==> src/rtl/datamem_arbiter_pkg.sv <==
// Shared types and constants for the data-memory arbiter.
package datamem_arbiter_pkg;

  // Access size encoding as carried on rq_size.
  typedef enum logic [1:0] {
    SZ_B   = 2'd0,
    SZ_H   = 2'd1,
    SZ_W   = 2'd2,
    SZ_BAD = 2'd3
  } size_t;

  // Controller states; explicit encodings keep reset and debug values stable.
  typedef enum logic [1:0] {
    IDLE   = 2'd0,
    ACCESS = 2'd1,
    RESP   = 2'd2
  } state_t;

  localparam int unsigned WORD_BYTES = 4;

endpackage

==> src/rtl/datamem_arbiter_lane_align.sv <==
// Byte-lane steering for one 32-bit memory word: extracts and extends load
// data, merges sub-word store data into the old word, and flags misalignment.
module datamem_arbiter_lane_align
  import datamem_arbiter_pkg::*;
(
  input  logic [1:0]  offset,
  input  size_t       size,
  input  logic        is_unsigned,
  input  logic [31:0] old_word,
  input  logic [31:0] wdata,
  output logic [31:0] merged,
  output logic [31:0] load_data,
  output logic        misalign
);

  logic [7:0]  byte_lane;
  logic [15:0] half_lane;

  // Lane select, extension and read-modify-write merge.
  always_comb begin
    byte_lane = old_word[{offset, 3'b000} +: 8];
    half_lane = old_word[{offset[1], 4'b0000} +: 16];
    merged    = old_word;
    load_data = '0;
    misalign  = 1'b0;
    case (size)
      SZ_B: begin
        load_data = is_unsigned ? {24'b0, byte_lane} : {{24{byte_lane[7]}}, byte_lane};
        merged[{offset, 3'b000} +: 8] = wdata[7:0];
      end
      SZ_H: begin
        load_data = is_unsigned ? {16'b0, half_lane} : {{16{half_lane[15]}}, half_lane};
        merged[{offset[1], 4'b0000} +: 16] = wdata[15:0];
        misalign = offset[0];
      end
      SZ_W: begin
        load_data = old_word;
        merged    = wdata;
        misalign  = |offset;
      end
      default: begin
        // Illegal size is rejected by the caller; leave the word untouched.
        merged = old_word;
      end
    endcase
  end

endmodule

==> src/rtl/datamem_arbiter.sv <==
// Two-port round-robin arbiter and access controller for the word-addressed
// data memory. One access per two cycles: grant, ACCESS (memory cycle), RESP.
module datamem_arbiter
  import datamem_arbiter_pkg::*;
#(
  parameter int unsigned ADDRESS_WIDTH = 32,
  parameter int unsigned DATA_WIDTH    = 32,
  parameter int unsigned MEM_WORDS     = 32'h20000
) (
  input  logic                       clk,
  input  logic                       rst_n,
  input  logic [1:0]                 rq_valid,
  output logic [1:0]                 rq_ready,
  input  logic [1:0]                 rq_we,
  input  logic [2*ADDRESS_WIDTH-1:0] rq_addr,
  input  logic [3:0]                 rq_size,
  input  logic [1:0]                 rq_unsigned,
  input  logic [2*DATA_WIDTH-1:0]    rq_wdata,
  output logic [1:0]                 rsp_valid,
  output logic [DATA_WIDTH-1:0]      rsp_rdata,
  output logic                       rsp_err,
  output logic                       mem_we,
  output logic [ADDRESS_WIDTH-1:0]   mem_a,
  output logic [DATA_WIDTH-1:0]      mem_wd,
  input  logic [DATA_WIDTH-1:0]      mem_rd
);

  if (DATA_WIDTH != 32) begin : g_width_check
    $error("datamem_arbiter supports DATA_WIDTH == 32 only");
  end

  localparam int unsigned OffBits = $clog2(WORD_BYTES);

  state_t                   state_q, state_d;
  logic                     last_grant_q;
  logic                     owner_q;
  logic                     we_q;
  logic [ADDRESS_WIDTH-1:0] addr_q;
  size_t                    size_q;
  logic                     uns_q;
  logic [DATA_WIDTH-1:0]    wdata_q;
  logic [DATA_WIDTH-1:0]    rsp_rdata_q;
  logic                     rsp_err_q;

  logic                     gnt_port;
  logic [1:0]               grant;
  logic                     handshake;
  logic [ADDRESS_WIDTH-1:0] word_idx;
  logic                     out_of_range;
  logic                     misalign;
  logic                     acc_err;
  logic                     in_access;
  logic [DATA_WIDTH-1:0]    merged;
  logic [DATA_WIDTH-1:0]    load_data;

  // Round-robin grant; only offered while no access is in its memory cycle.
  // Ready is masked during reset so nothing is accepted while rst_n is low.
  always_comb begin
    gnt_port = 1'b0;
    grant    = 2'b00;
    if (rst_n && (state_q == IDLE || state_q == RESP)) begin
      case (rq_valid)
        2'b01:   gnt_port = 1'b0;
        2'b10:   gnt_port = 1'b1;
        2'b11:   gnt_port = ~last_grant_q;
        default: gnt_port = 1'b0;
      endcase
      if (|rq_valid) grant = gnt_port ? 2'b10 : 2'b01;
    end
  end

  assign rq_ready  = grant;
  assign handshake = |grant;

  // Next-state: ACCESS always lasts one cycle; RESP may overlap a new grant.
  always_comb begin
    state_d = state_q;
    case (state_q)
      IDLE:    state_d = handshake ? ACCESS : IDLE;
      ACCESS:  state_d = RESP;
      RESP:    state_d = handshake ? ACCESS : IDLE;
      default: state_d = IDLE;
    endcase
  end

  datamem_arbiter_lane_align u_lane_align (
    .offset      (addr_q[1:0]),
    .size        (size_q),
    .is_unsigned (uns_q),
    .old_word    (mem_rd),
    .wdata       (wdata_q),
    .merged      (merged),
    .load_data   (load_data),
    .misalign    (misalign)
  );

  // Error detection and memory-side drive for the latched request.
  always_comb begin
    word_idx     = addr_q >> OffBits;
    out_of_range = 64'(word_idx) >= 64'(MEM_WORDS);
    acc_err      = (size_q == SZ_BAD) | misalign | out_of_range;
    in_access    = (state_q == ACCESS);
    // Decoded from state so an asynchronous reset kills a store instantly.
    mem_we       = in_access & we_q & ~acc_err;
    mem_wd       = in_access ? merged : '0;
    mem_a        = word_idx;
    rsp_valid    = (state_q == RESP) ? (owner_q ? 2'b10 : 2'b01) : 2'b00;
    rsp_rdata    = rsp_rdata_q;
    rsp_err      = rsp_err_q;
  end

  // State register and request latch, captured on the handshake.
  always_ff @(posedge clk or negedge rst_n) begin
    if (!rst_n) begin
      state_q      <= IDLE;
      last_grant_q <= 1'b1;
      owner_q      <= 1'b0;
      we_q         <= 1'b0;
      addr_q       <= '0;
      size_q       <= SZ_B;
      uns_q        <= 1'b0;
      wdata_q      <= '0;
    end else begin
      state_q <= state_d;
      if (handshake) begin
        owner_q      <= gnt_port;
        last_grant_q <= gnt_port;
        we_q         <= gnt_port ? rq_we[1] : rq_we[0];
        addr_q       <= gnt_port ? rq_addr[2*ADDRESS_WIDTH-1:ADDRESS_WIDTH]
                                 : rq_addr[ADDRESS_WIDTH-1:0];
        size_q       <= size_t'(gnt_port ? rq_size[3:2] : rq_size[1:0]);
        uns_q        <= gnt_port ? rq_unsigned[1] : rq_unsigned[0];
        wdata_q      <= gnt_port ? rq_wdata[2*DATA_WIDTH-1:DATA_WIDTH]
                                 : rq_wdata[DATA_WIDTH-1:0];
      end
    end
  end

  // Response registers, loaded at the end of ACCESS and held otherwise.
  always_ff @(posedge clk or negedge rst_n) begin
    if (!rst_n) begin
      rsp_rdata_q <= '0;
      rsp_err_q   <= 1'b0;
    end else if (in_access) begin
      rsp_err_q   <= acc_err;
      rsp_rdata_q <= (acc_err || we_q) ? '0 : load_data;
    end
  end

endmodule

==> config.mk <==
export PLATFORM = sky130hd
export DESIGN_NAME = datamem_arbiter
export DESIGN_NICKNAME = d
export VERILOG_FILES = /design/src/rtl/datamem_arbiter_pkg.sv /design/src/rtl/datamem_arbiter_lane_align.sv /design/src/rtl/datamem_arbiter.sv
export SDC_FILE = /design/constraint.sdc
export NUM_CORES = 1
export LEC_CHECK = 0
export ABC_AREA = 1
export BUFFER_PORTS_ARGS = -buffer_cell sky130_fd_sc_hd__clkbuf_2
export CAP_MARGIN = 15
export CORE_UTILIZATION = 40
export DETAILED_ROUTE_END_ITERATION = 10
export MAX_ROUTING_LAYER = met4
export PLACE_DENSITY = 0.68
export SKIP_CTS_REPAIR_TIMING = 1
export SLEW_MARGIN = 0
export SYNTH_ARGS = -nofsm -noshare
export SYNTH_HDL_FRONTEND = slang
export SYNTH_SLANG_ARGS = --single-unit
==> constraint.sdc <==
create_clock -name clk -period 3.4 [get_ports clk]
set_clock_uncertainty 0.15 [all_clocks]
set_input_delay 0.34 -clock clk [delete_from_list [all_inputs] [get_ports clk]]
set_output_delay 0.34 -clock clk [all_outputs]
set_load 0.02 [all_outputs]
==> flow_summary.json, run 1 <==
{
  "area_growth_pct": 21.7,
  "drtAntennaViolNets": 0,
  "die_x_um": 134,
  "min_path_type": "input pin to flop",
  "holdPathStages": 3,
  "stdcell_area_um2": 8520,
  "netlist.area_leader.share": 0.372,
  "path_max_fanout": 13,
  "routed_wl_mm": 25.0,
  "ys_warn_count": 0,
  "arrival_ns": 2.60,
  "cts_tree": "done",
  "numCtsBuffers": 9,
  "critical_path.top_delay_family": "simple AND/OR/NAND/NOR gates",
  "cts_sinks": 105,
  "die_y_um": 134,
  "yosysSeqAreaShare": 0.376,
  "power_density_nw_per_um2": 683,
  "p_leak_nw": 4.55,
  "grt_max_degree": 91,
  "final_nets": 1403,
  "ff2ff_path_depth": 11,
  "maxCapViolCount": 0,
  "max_slew.worst_pin.slew_ns": 1.04,
  "slowest_stage": "dfrtp_2",
  "initial_core_util": 0.407,
  "ir_drop_mv": 0.293,
  "port_buffers": 271,
  "syn_area_um2": 7000,
  "drcViolationCount": 0,
  "h-tree-depth": 3,
  "cp-start-kind": "flop",
  "netlist_instances": 1020,
  "met3_usage": 0.0499,
  "ys_top_cells_by_count": "nand2_1 (254), o21ai_0 (105), dfrtp_1 (104)",
  "setup_viol": 0,
  "grt_pass1_wl_mm": 38.4,
  "core_area_um2": 17200,
  "drt_iter0_drc": 576,
  "crit_chain": "clkinvlp_4 -> ha_1 -> nand3_1 -> o22ai_1 -> nand2_1 -> nand2_1 -> clkbuf_2",
  "grt-busiest-layer": "met2",
  "synth_top_family_by_area": "simple AND/OR/NAND/NOR gates",
  "synthAdderAreaFrac": 0.0161,
  "rows": 48,
  "ys_async_sr_fraction": 1.00,
  "io_pins": 274,
  "critPathMaxStageDelay_ns": 0.53,
  "netlist.top_cell.by_area": "dfrtp_1",
  "max_freq_mhz": 323,
  "rsz0062_at_grt": "false",
  "cts_buffer_depth": 2,
  "via_per_inst": 5.33,
  "yosysMostFrequentCell": "nand2_1",
  "min_from": "rq_wdata[19]",
  "min_to": "wdata_q[19]",
  "path_clk_slew_ns": 0.08,
  "post-dp-hpwl_mm": 18.8,
  "synthMuxAreaShare": 0,
  "gp_congestion": 0.922,
  "cp.buffers_inverters": 2,
  "r2r-start": "addr_q[0]",
  "dieArea_um2": 18000,
  "overflow": 0,
  "antenna_found_initial": 1,
  "r2r_slack_ns": 0.75,
  "synth-main-ff-cell": "dfrtp_1",
  "synthTopCellsByArea": "dfrtp_1 (37%), nand2_1 (14%), o21ai_0 (7.5%)",
  "met1_usage": 0.368,
  "slew_violations": 0,
  "first_pass_iters": 5,
  "synth_edf_count": 0,
  "relSlewSlack": 0.308,
  "endpoint_kind": "primary output",
  "place_area_um2": 8200,
  "criticalPathCategory": "flop to primary output",
  "syn_avg_cell_area_um2": 6.86,
  "yosys.area_share.simple": 0.255,
  "post_drt_wl_per_cell_um": 17.2,
  "grtUsageTotal": 0.286,
  "cp.required_ns": 2.91,
  "status": "finished, final reports clean",
  "met2_usage": 0.454,
  "ys_seq_elements": 105,
  "synth_xor_area_frac": 0,
  "worst_r2r_endpoint": "rsp_rdata[15]",
  "clk_latency_ns": 0.37,
  "fin_crit_ns": 3.09,
  "hold_viol_final": 0,
  "synth_cell_types": 27,
  "finalCritPeriodShare": 0.910,
  "vias": 7755,
  "final_util": 0.496,
  "grt_pass1_vias": 6980,
  "finalSetupTns_ns": 0,
  "cpMostUsedCell": "nand2_1",
  "synth_compound_area_frac": 0.235,
  "drive_gt1_frac": 0.264,
  "clockRootBuffer": "clkbuf_16"
}
-- registers in the layout, summed over array words and instances, names as in the netlist --
signal and flops:
uns_q 1, wdata_q 32, owner_q 1, rsp_rdata 32
state_q 2, rsp_err 1, addr_q 32, size_q 2
last_grant_q 1, we_q 1
-- worst max-delay path by stage --
stage                    from          to  cells past startpoint
global route        addr_q[0]      mem_we                      9
CTS                 addr_q[1]  mem_wd[10]                      7
detailed placement  addr_q[1]  mem_wd[10]                      7
global placement    addr_q[1]      mem_we                      9
finish              addr_q[1]  mem_wd[10]                      7
floorplan           addr_q[0]  mem_wd[29]                     10
-- through the flow --
| step | total power, W | hold WS [ns] | setup slack (ns) | std cells |
|---|---|---|---|---|
| floorplan | 0.00398 | -0.106 | 0.860 | 1021 |
| global placement | 0.00474 | 0.113 | 0.477 | 1432 |
| detailed placement | 0.00474 | 0.120 | 0.447 | 1432 |
| CTS | 0.00579 | -0.269 | 0.0458 | 1448 |
| global route | 0.00623 | 0.0783 | 0.0862 | 1453 |
| finish | 0.00582 | 0.0753 | 0.305 | 1454 |
-- layout by cell type, fill, tap and decap left out, drive strengths merged --
master	n
conb	2
o22ai	29
nand3	93
a21oi	73
clkinv	3
dlygate4sd3	1
nand2	256
ha	9
a22oi	15
clkbuf	280
nor3	3
dfrtp	104
a21boi	16
inv	67
diode	2
o21ai	171
buf	20
dfstp	1
clkinvlp	1
nor2	83
-- layout make-up --
class / instances / area, um^2
Fill cell: 1855 / 8660
Multi-Input combinational cell: 750 / 3560
Sequential cell: 105 / 2630
Timing Repair Buffer: 291 / 1510
Tap cell: 225 / 282
Inverter: 65 / 248
Clock buffer: 10 / 229
Clock inverter: 6 / 51.3
Antenna cell: 2 / 5.00
-- power by group --
part           total, W  internal [W]  switching, W
logic           0.00294      0.000964       0.00198
registers       0.00184       0.00157      0.000271
clock network   0.00103      0.000512      0.000523
-- cells by family (layout without fill, tap and decap cells) --
kind of cell / count (synthesis) / after routing
DFF: 105 / 105
buffers and inverters: 166 / 372
other: 1 / 4
and+or+nand+nor: 435 / 435
AOI/OAI and AO/OA: 304 / 304
adders and majority gates: 9 / 9
-- metal layers --
layer,share of wire,vias to the layer above
li1,-,3774
met1,0.43,3586
met2,0.46,362
met3,0.080,33
met4,0.023,0
met5,0,-
-- worst reg2reg max path, cell delays in order (launching register included) --
cell and delay [ns]:
dfrtp_1 0.39, inv_2 0.31, ha_1 0.22, clkinv_1 0.37
nand2_1 0.17, nand2_1 0.06, nand2_1 0.05, nand3_1 0.21
nor2_4 0.14, buf_4 0.33, nand2_1 0.13, nand2_1 0.07
No activity file was read; power rests on OpenSTA's default activity.
==> run 2: changes to the inputs <==
CORE_UTILIZATION = 54   (was 40)
PLACE_DENSITY = 0.87   (was 0.68)
==> run 2 against run 1 <==
Net effect:
- sequential power is essentially flat
- clock power is essentially flat
- core utilization rose by 18 points
- cell area down 0.57%
- total power is 0.14% higher
- count of clock-buffer cells in the layout is 1 higher
- non-clock buffer count up 1
- via count grew 3.1%
- wire length fell by 5.1%
- combinational power barely moved
- sequential cell count did not move
- worst hold slack gained 0.0054 ns
- critical endpoint is now mem_wd[15]
- highest routed layer unchanged
==> flow_summary.json, run 2 (synthesized netlist as in run 1, its figures left out) <==
{
  "status": "finished, final reports clean",
  "max_freq_mhz": 311,
  "rows": 41,
  "drtAntennaViolNets": 0,
  "overflow": 0,
  "cts_tree": "done",
  "h-tree-depth": 3,
  "die_x_um": 116,
  "max_slew.worst_pin.slew_ns": 0.922,
  "endpoint_kind": "primary output",
  "crit_chain": "clkinvlp_4 -> ha_2 -> nand3_1 -> o22ai_1 -> nand2_1 -> nand2_1 -> clkbuf_2",
  "die_y_um": 116,
  "cpMostUsedCell": "nand2_1",
  "multiInputGateArea_um2": 3570,
  "via_per_inst": 5.71,
  "cp.buffers_inverters": 2,
  "min_from": "rq_addr[11]",
  "seqPwrFrac": 0.318,
  "criticalPathCategory": "flop to primary output",
  "slew_violations": 0,
  "pwr-share-comb": 0.507,
  "clk_latency_ns": 0.36,
  "cp-start-kind": "flop",
  "cts_buffer_depth": 2,
  "relSlewSlack": 0.386,
  "final_nets": 1404,
  "power_density_nw_per_um2": 688,
  "post_drt_wl_per_cell_um": 16.9,
  "fin_crit_ns": 3.22,
  "p_leak_nw": 4.56,
  "hold_viol_final": 0,
  "antenna_found_initial": 0,
  "cellInternalPower_w": 0.00307,
  "grt_pass1_vias": 6925,
  "netSwitchingPower_w": 0.00275,
  "area.sequential_um2": 2630,
  "p_clk_frac": 0.176,
  "setup_viol": 0,
  "rsz0062_at_grt": "false",
  "arrival_ns": 2.73,
  "maxCapViolCount": 0,
  "switching_share": 0.473,
  "port_buffers": 271,
  "grtUsageTotal": 0.363,
  "critical_path.top_delay_family": "flip-flops",
  "min_path_type": "input pin to flop",
  "worstSetupStartpoint": "addr_q[1]",
  "r2r-start": "addr_q[1]",
  "area_growth_pct": 21.0,
  "drive_gt1_frac": 0.265,
  "routed_wl_mm": 23.7,
  "slowest_stage": "dfrtp_1",
  "drt_iter0_drc": 972,
  "first_pass_iters": 6,
  "nFillCells": 1183,
  "final_common_cell": "clkbuf_2",
  "numCtsBuffers": 9,
  "clockRootBuffer": "clkbuf_16",
  "path_max_fanout": 13,
  "vias": 7995,
  "dieArea_um2": 13400,
  "ir_drop_mv": 0.369,
  "cp.required_ns": 2.91,
  "drcViolationCount": 0,
  "grt_max_degree": 91,
  "diodes": 0,
  "initial_core_util": 0.555,
  "finalCritPeriodShare": 0.946,
  "critPathMaxStageDelay_ns": 0.66,
  "finalSetupTns_ns": 0,
  "cts_sinks": 105,
  "post-dp-hpwl_mm": 17.4,
  "io_pins": 274,
  "gp_congestion": 1.07,
  "grt_pass1_wl_mm": 35.8,
  "path_clk_slew_ns": 0.07,
  "core_area_um2": 12600,
  "final_cell_mix": "clkbuf_2 (270), nand2_1 (254), o21ai_0 (105)",
  "hold-worst-slack_ns": 0.0807
}
[run 2: final timing paths]
kind	cells after the start	slack, ns	to
min in group asynchronous	2	0.32	addr_q[4]
min	3	0.08	addr_q[11]
max	7	0.18	mem_wd[15]
min reg2reg	2	0.33	rsp_rdata[10]
max reg2reg	11	0.82	rsp_rdata[28]
max in group asynchronous	3	1.50	rsp_rdata[14]
[run 2: area by class of cell]
class,instances,area share
clock buffer,11,0.0287
sequential,105,0.310
clock inverter,5,0.00458
tap,172,0.0254
timing repair buffer,292,0.181
multi-input combinational,750,0.421
inverter,65,0.0292
[run 2: per-stage QoR]
| step | instance area [um^2] | std cells | total power (W) | setup WS, ns | utilization |
|---|---|---|---|---|---|
| after floorplan | 7000 | 1021 | 0.00398 | 0.860 | - |
| after global placement | 8150 | 1380 | 0.00468 | 0.536 | 0.646 |
| after detailed placement | 8150 | 1380 | 0.00471 | 0.548 | 0.646 |
| after CTS | 8430 | 1396 | 0.00573 | 0.140 | 0.668 |
| after global routing | 8470 | 1400 | 0.00621 | 0.0184 | 0.671 |
| final | 8470 | 1400 | 0.00582 | 0.185 | 0.671 |
[run 2: worst register-to-register path, cell delays in order (launching register included)]
cell and delay (ns):
dfrtp_1 0.56, clkinvlp_4 0.22, ha_1 0.16, clkinv_1 0.34
nand2_1 0.15, nand2_1 0.06, nand2_1 0.05, nand3_1 0.18
nor2_4 0.13, buf_4 0.31, nand2_1 0.13, nand2_1 0.07
[run 2: power by group through the flow]
| stage | Clock, W | Combinational [W] | Sequential [W] |
|---|---|---|---|
| after floorplan | 0 | 0.00223 | 0.00175 |
| after global placement | 0 | 0.00284 | 0.00184 |
| after detailed placement | 0 | 0.00286 | 0.00185 |
| after CTS | 0.00103 | 0.00287 | 0.00183 |
| after global routing | 0.00108 | 0.00325 | 0.00187 |
| final | 0.00102 | 0.00295 | 0.00185 |
[run 2: layer usage]
metal	part of all wire	wire length, um	vias to the layer above	track usage
met5	0	0	-	-
met4	0.045	1080	0	0.158
met3	0.092	2180	82	0.0612
met2	0.46	11000	494	0.567
met1	0.40	9450	3649	0.465
li1	-	-	3770	-
